===== src/rtl/ram_seq.sv =====
// ram_seq: write-stream to RAM sequencer with a buffered readback burst engine.
// Writes stream into consecutive RAM addresses while idle. A readback burst
// then drains a run of addresses into a single-entry output register.
//
// Handshake semantics (both streams): a word transfers on a rising clk edge
// where valid and ready are both 1. A producer holding valid=1 keeps its data
// stable until that edge. rd_valid/rd_data stay frozen while rd_ready=0.
module ram_seq #(
  parameter int DATA_W = 32,
  parameter int ADR_W  = 8
) (
  input  logic              clk,
  input  logic              start,
  input  logic              wr_valid,
  input  logic [DATA_W-1:0] wr_data,
  output logic              wr_ready,
  input  logic              rd_go,
  input  logic [ADR_W-1:0]  rd_base,
  input  logic [ADR_W:0]    rd_len,
  output logic              rd_valid,
  output logic [DATA_W-1:0] rd_data,
  input  logic              rd_ready,
  output logic              busy,
  output logic [ADR_W:0]    wr_count,
  output logic              ram_we,
  output logic [ADR_W-1:0]  ram_adr,
  output logic [DATA_W-1:0] ram_din,
  input  logic [DATA_W-1:0] ram_dout
);

  typedef enum logic {IDLE = 1'b0, DRAIN = 1'b1} state_t;

  // Count saturates at the RAM depth (2^ADR_W).
  localparam logic [ADR_W:0] CNT_MAX = {1'b1, {ADR_W{1'b0}}};

  state_t             state;
  logic [ADR_W-1:0]   wr_ptr;
  logic [ADR_W-1:0]   rd_ptr;
  logic [ADR_W:0]     remaining;

  logic wr_fire;
  logic go_fire;
  logic out_free;
  logic load;
  logic finish;

  // The state register itself is visible to checkers through busy.
  assign busy     = (state == DRAIN);
  // A reset cycle must never look like it accepts a word.
  assign wr_ready = (state == IDLE) && !start;
  assign wr_fire  = wr_valid && wr_ready;
  assign ram_we   = wr_fire;
  assign ram_din  = wr_data;
  // The RAM port is shared: write pointer while idle, read pointer while draining.
  assign ram_adr  = busy ? rd_ptr : wr_ptr;

  // Zero-length requests are dropped; requests during a burst are ignored.
  assign go_fire  = (state == IDLE) && rd_go && (rd_len != '0);
  // Output register can take a new word when empty or being consumed now.
  assign out_free = !rd_valid || rd_ready;
  assign load     = busy && (remaining != '0) && out_free;
  assign finish   = busy && (remaining == '0) && out_free;

  // Single sequential block: write pointer/count, burst FSM and output register.
  always_ff @(posedge clk) begin
    if (start) begin
      state     <= IDLE;
      wr_ptr    <= '0;
      rd_ptr    <= '0;
      remaining <= '0;
      wr_count  <= '0;
      rd_valid  <= 1'b0;
      rd_data   <= '0;
    end else begin
      if (wr_fire) begin
        wr_ptr <= wr_ptr + 1'b1;
        if (wr_count != CNT_MAX) begin
          wr_count <= wr_count + 1'b1;
        end
      end
      case (state)
        IDLE: begin
          // A write in this same cycle commits to RAM at this edge, so the
          // burst starting next cycle reads it back.
          if (go_fire) begin
            rd_ptr    <= rd_base;
            remaining <= rd_len;
            state     <= DRAIN;
          end
        end
        DRAIN: begin
          if (load) begin
            rd_data   <= ram_dout;
            rd_valid  <= 1'b1;
            rd_ptr    <= rd_ptr + 1'b1;
            remaining <= remaining - 1'b1;
          end else if (finish) begin
            rd_valid <= 1'b0;
            state    <= IDLE;
          end
        end
        default: state <= IDLE;
      endcase
    end
  end

endmodule


===== config.mk =====
export PLATFORM = sky130hd
export DESIGN_NAME = ram_seq
export DESIGN_NICKNAME = d
export VERILOG_FILES = /design/src/rtl/ram_seq.sv
export SDC_FILE = /design/constraint.sdc
export NUM_CORES = 1
export LEC_CHECK = 0
export ABC_AREA = 0
export ABC_CLOCK_PERIOD_IN_PS = 2800
export BUFFER_PORTS_ARGS = -buffer_cell sky130_fd_sc_hd__buf_2
export CAP_MARGIN = 20
export CORE_MARGIN = 2
export CORE_UTILIZATION = 45
export CTS_CLUSTER_DIAMETER = 120
export DETAILED_ROUTE_END_ITERATION = 6
export MAX_ROUTING_LAYER = met4
export PLACE_DENSITY = 0.78
export SLEW_MARGIN = 20
export SYNTH_ARGS = -nofsm -noshare
export SYNTH_HDL_FRONTEND = slang
export SYNTH_SLANG_ARGS = --single-unit

===== constraint.sdc =====
create_clock -name clk -period 2.8 [get_ports clk]
set_clock_uncertainty 0.15 [all_clocks]
set_input_delay 0.14 -clock clk [delete_from_list [all_inputs] [get_ports clk]]
set_output_delay 0.14 -clock clk [all_outputs]
set_load 0.05 [all_outputs]

==> results by group <==
Outcome
  – Status: finished clean

GRT
  – Number of global-route vias before repair: 3,301
  – Total gr overflow: 0
  – Total track usage: 22.46%
  – Initial antenna violation count: 0
  – First-pass GRT wire length: 15.10 mm
  – Largest net degree at the start of global routing: 45

Job
  – Max_cap viols: 0

Logic synthesis
  – Post-Syn Instances: 423
  – Async set-or-reset flop fraction in the synthesized netlist: 0%
  – Register area share after synthesis: 39.36%
  – #FFs+latches synth: 68
  – Syn. warnings: 0
  – Syn Area/Cell: 8.176 um^2
  – Main synth FF type: dfxtp_1
  – Post-synth EDFFs: 0
  – Post-synth net total: 514
  – Library cells used by synthesis: 59
  – Netlist Area Pre-Place: 3458 um^2

Route
  – Final ANT Viol Nets: 0
  – Vias after detailed routing: 3,332
  – Wirelength per Cell: 14.39 um
  – Initial drt markers: 168
  – Avg Vias per Cell: 5.264
  – DRC viols: 0
  – DRT Pass-1 Iters: 4
  – WL final: 9.111 mm

Clock tree
  – Clk_lat worst skew: 0.34 ns
  – Clk sink count: 68
  – Clock buffer depth: 2
  – Post_cts resized: 0
  – Number of CTS-inserted buffers: 9
  – CTS root buffer: clkbuf_8
  – CTS tree: done
  – # hold bufs at CTS: 39
  – Setup bufs post-CTS: 0
  – H-tree depth: 3
  – Clk pin slew, worst setup/hold paths: 0.08 ns

Floorplan
  – Initial Util: 47.18%
  – Die width: 91.67 um
  – I/O pin count: 171
  – Die ar.: 8402 um^2
  – Core Area: 7331 um^2
  – Die height: 91.67 um
  – Num rows: 31

Timing
  – Final setup viols: 0
  – RSZ-0062 raised after global routing: false
  – Fin. max-slew vios: 0
  – Rel. slew slack: 64.28%
  – Fin Setup TNS: 0 ns
  – Slew @ Worst Pin: 0.5358 ns
  – Final critical-path required period: 2.514 ns
  – Fin. Hold Viols: 0
  – Final worst path period share: 89.80%
  – Peak Freq: 397.7 MHz

Power
  – Switching power: 0.001014 W
  – P per Cell Area: 666.5 nW/um^2
  – Internal power: 0.001955 W
  – Sequential Power Share: 38.5%
  – Gate power share: 28.7%
  – Static leakage: 1.952 nW
  – Switching share of power: 34.15%
  – Peak VDD IR: 653.2 uV
  – Clk pwr share: 32.8%

Worst setup path
  – Worst-path cell with the longest stage delay: a211o_1
  – Critical path endpoint category: flip-flop
  – Worst R2R Path Depth: 7
  – Worst path cell trace: inv_1 -> ha_1 -> nor4b_2 -> a211o_1 -> buf_4 -> nand2_1 -> a21oi_1
  – RR Endpoint: rd_data[6]
  – Reg2reg setup slack: 0.29 ns
  – Startpoint types: flip-flop
  – WS Path Type: flip-flop to flip-flop
  – CP max FO: 24
  – Worst EP arrival: 2.64 ns
  – CP max stage delay: 0.55 ns
  – Crit path required time: 2.92 ns
  – Worst r2r src: remaining[0]

Final layout
  – Syn-to-layout area delta: 28.80%
  – Finished layout cell area: 4454 um^2
  – Diode count: 0
  – Layout cells sized above 1: 28.09%
  – Final design utilization: 60.76%
  – Fin nets: 620
  – Commonest cells after routing, fill and taps aside: buf_2, nand2_1, dfxtp_1, a21oi_1, dlygate4sd3_1
  – FILL cells: 614
  – Commonest non-fill, non-tap cell in the layout: buf_2

Place
  – Post-DP HPWL: 5.893 mm
  – Placed cell area: 3824 um^2
  – Port Buffers: 106
  – Final Wtd Congestion: 0.8677

Hold path
  – Hold Path Origin: rd_base[5]
  – Hold path cells: 4
  – Hold/Removal Path Class: input port to flip-flop
  – Hold path endpoint: rd_ptr[5]
[power groups by stage]
| stage | clock (W) | sequential, W | combinational (W) |
|---|---|---|---|
| 2_1_floorplan | 0 | 0.00132 | 0.000561 |
| 3_3_place_gp | 0 | 0.00116 | 0.000788 |
| 3_5_place_dp | 0 | 0.00116 | 0.000801 |
| 4_1_cts | 0.000996 | 0.00114 | 0.000845 |
| 5_1_grt | 0.00103 | 0.00115 | 0.000923 |
| 6_report | 0.000974 | 0.00114 | 0.000852 |
[critical path, delay by kind of cell (launching register included)]
family / cells / cell delay (ns)
adders and majority gates: 1 / 0.22
AOI/OAI and AO/OA: 2 / 0.72
buffers and inverters: 2 / 0.45
and+or+nand+nor: 2 / 0.55
DFF: 1 / 0.34
[flip-flops by register name, summed over array words and instances (netlist names)]
signal	flops
wr_count	9
rd_valid	1
rd_ptr	8
wr_ptr	8
remaining	9
rd_data	32
busy	1
[cell families (layout without fill, tap and decap cells)]
kind of cell,Yosys count,in the layout,share of synthesized area (%)
mux,12,12,3.799
xor+xnor,17,17,4.305
simple gates,166,166,22.72
fa+ha+maj,5,5,1.809
flops,68,68,39.36
compound gates,85,85,16.28
buf+inv,70,181,11.72
[area by class of cell]
class                   instances  area, um^2  area share, %
clock buffers                  10       127.6          2.865
multi-input cells             285        1699          38.15
repair buffers                154       988.4          22.19
clock inverters                 6       112.6          2.528
inverters                      11       41.29         0.9270
flip-flops and latches         68        1361          30.56
well taps                      99       123.9          2.781
[layer usage]
| metal | vias up | part of all wire (%) | GRT usage [%] |
|---|---|---|---|
| met3 | 20 | 7.6 | 7.149 |
| li1 | 1644 | - | - |
| met5 | - | 0 | - |
| met1 | 1538 | 42 | 25.64 |
| met4 | 0 | 1.3 | 6.439 |
| met2 | 130 | 49 | 37.87 |
[worst max path at each step]
| stage | startpoint | to | cells after the start |
|---|---|---|---|
| 6_report | remaining[0] | rd_data[6] | 7 |
| 5_1_grt | remaining[0] | rd_data[15] | 7 |
| 4_1_cts | remaining[0] | remaining[5] | 6 |
| 3_5_place_dp | remaining[0] | remaining[5] | 6 |
| 3_3_place_gp | remaining[0] | remaining[7] | 6 |
| 2_1_floorplan | busy | ram_adr[0] | 3 |
[per-stage QoR]
step	hold slack (ns)	power, W	worst slack [ns]	instances
after detailed placement	0.1303	0.001962	0.3645	578
final	0.01952	0.002969	0.2857	633
after CTS	0.001444	0.002981	0.3312	633
after floorplan	0.1260	0.001880	0.7319	423
after global placement	0.1303	0.001944	0.4723	578
after global routing	0.05328	0.003105	0.07660	633
[synthesized netlist by cell type (all sizes together), types with 2 or more instances]
cell type,count,share of area (%)
nand2,79,8.6
dfxtp,68,39
buf,45,9.0
a21oi,40,5.8
nor2,28,3.0
clkbuf,14,1.5
nand3,14,2.0
xor2,13,3.3
inv,10,1.1
nand4,10,1.8
o21ai,10,1.4
mux2,9,2.9
nor3,7,1.0
and3,5,0.90
ha,5,1.8
a211oi,4,1.0
a22oi,4,0.87
a32o,4,1.2
nor4,4,0.90
xnor2,4,1.0
a221o,3,0.87
mux2i,3,0.87
nor2b,3,0.54
nor4b,3,0.94
o32ai,3,0.76
or3,3,0.58
a221oi,2,0.69
a31oi,2,0.36
and2,2,0.36
o21a,2,0.43
o22ai,2,0.36
Note: power is estimated with default switching activity, not from simulation.
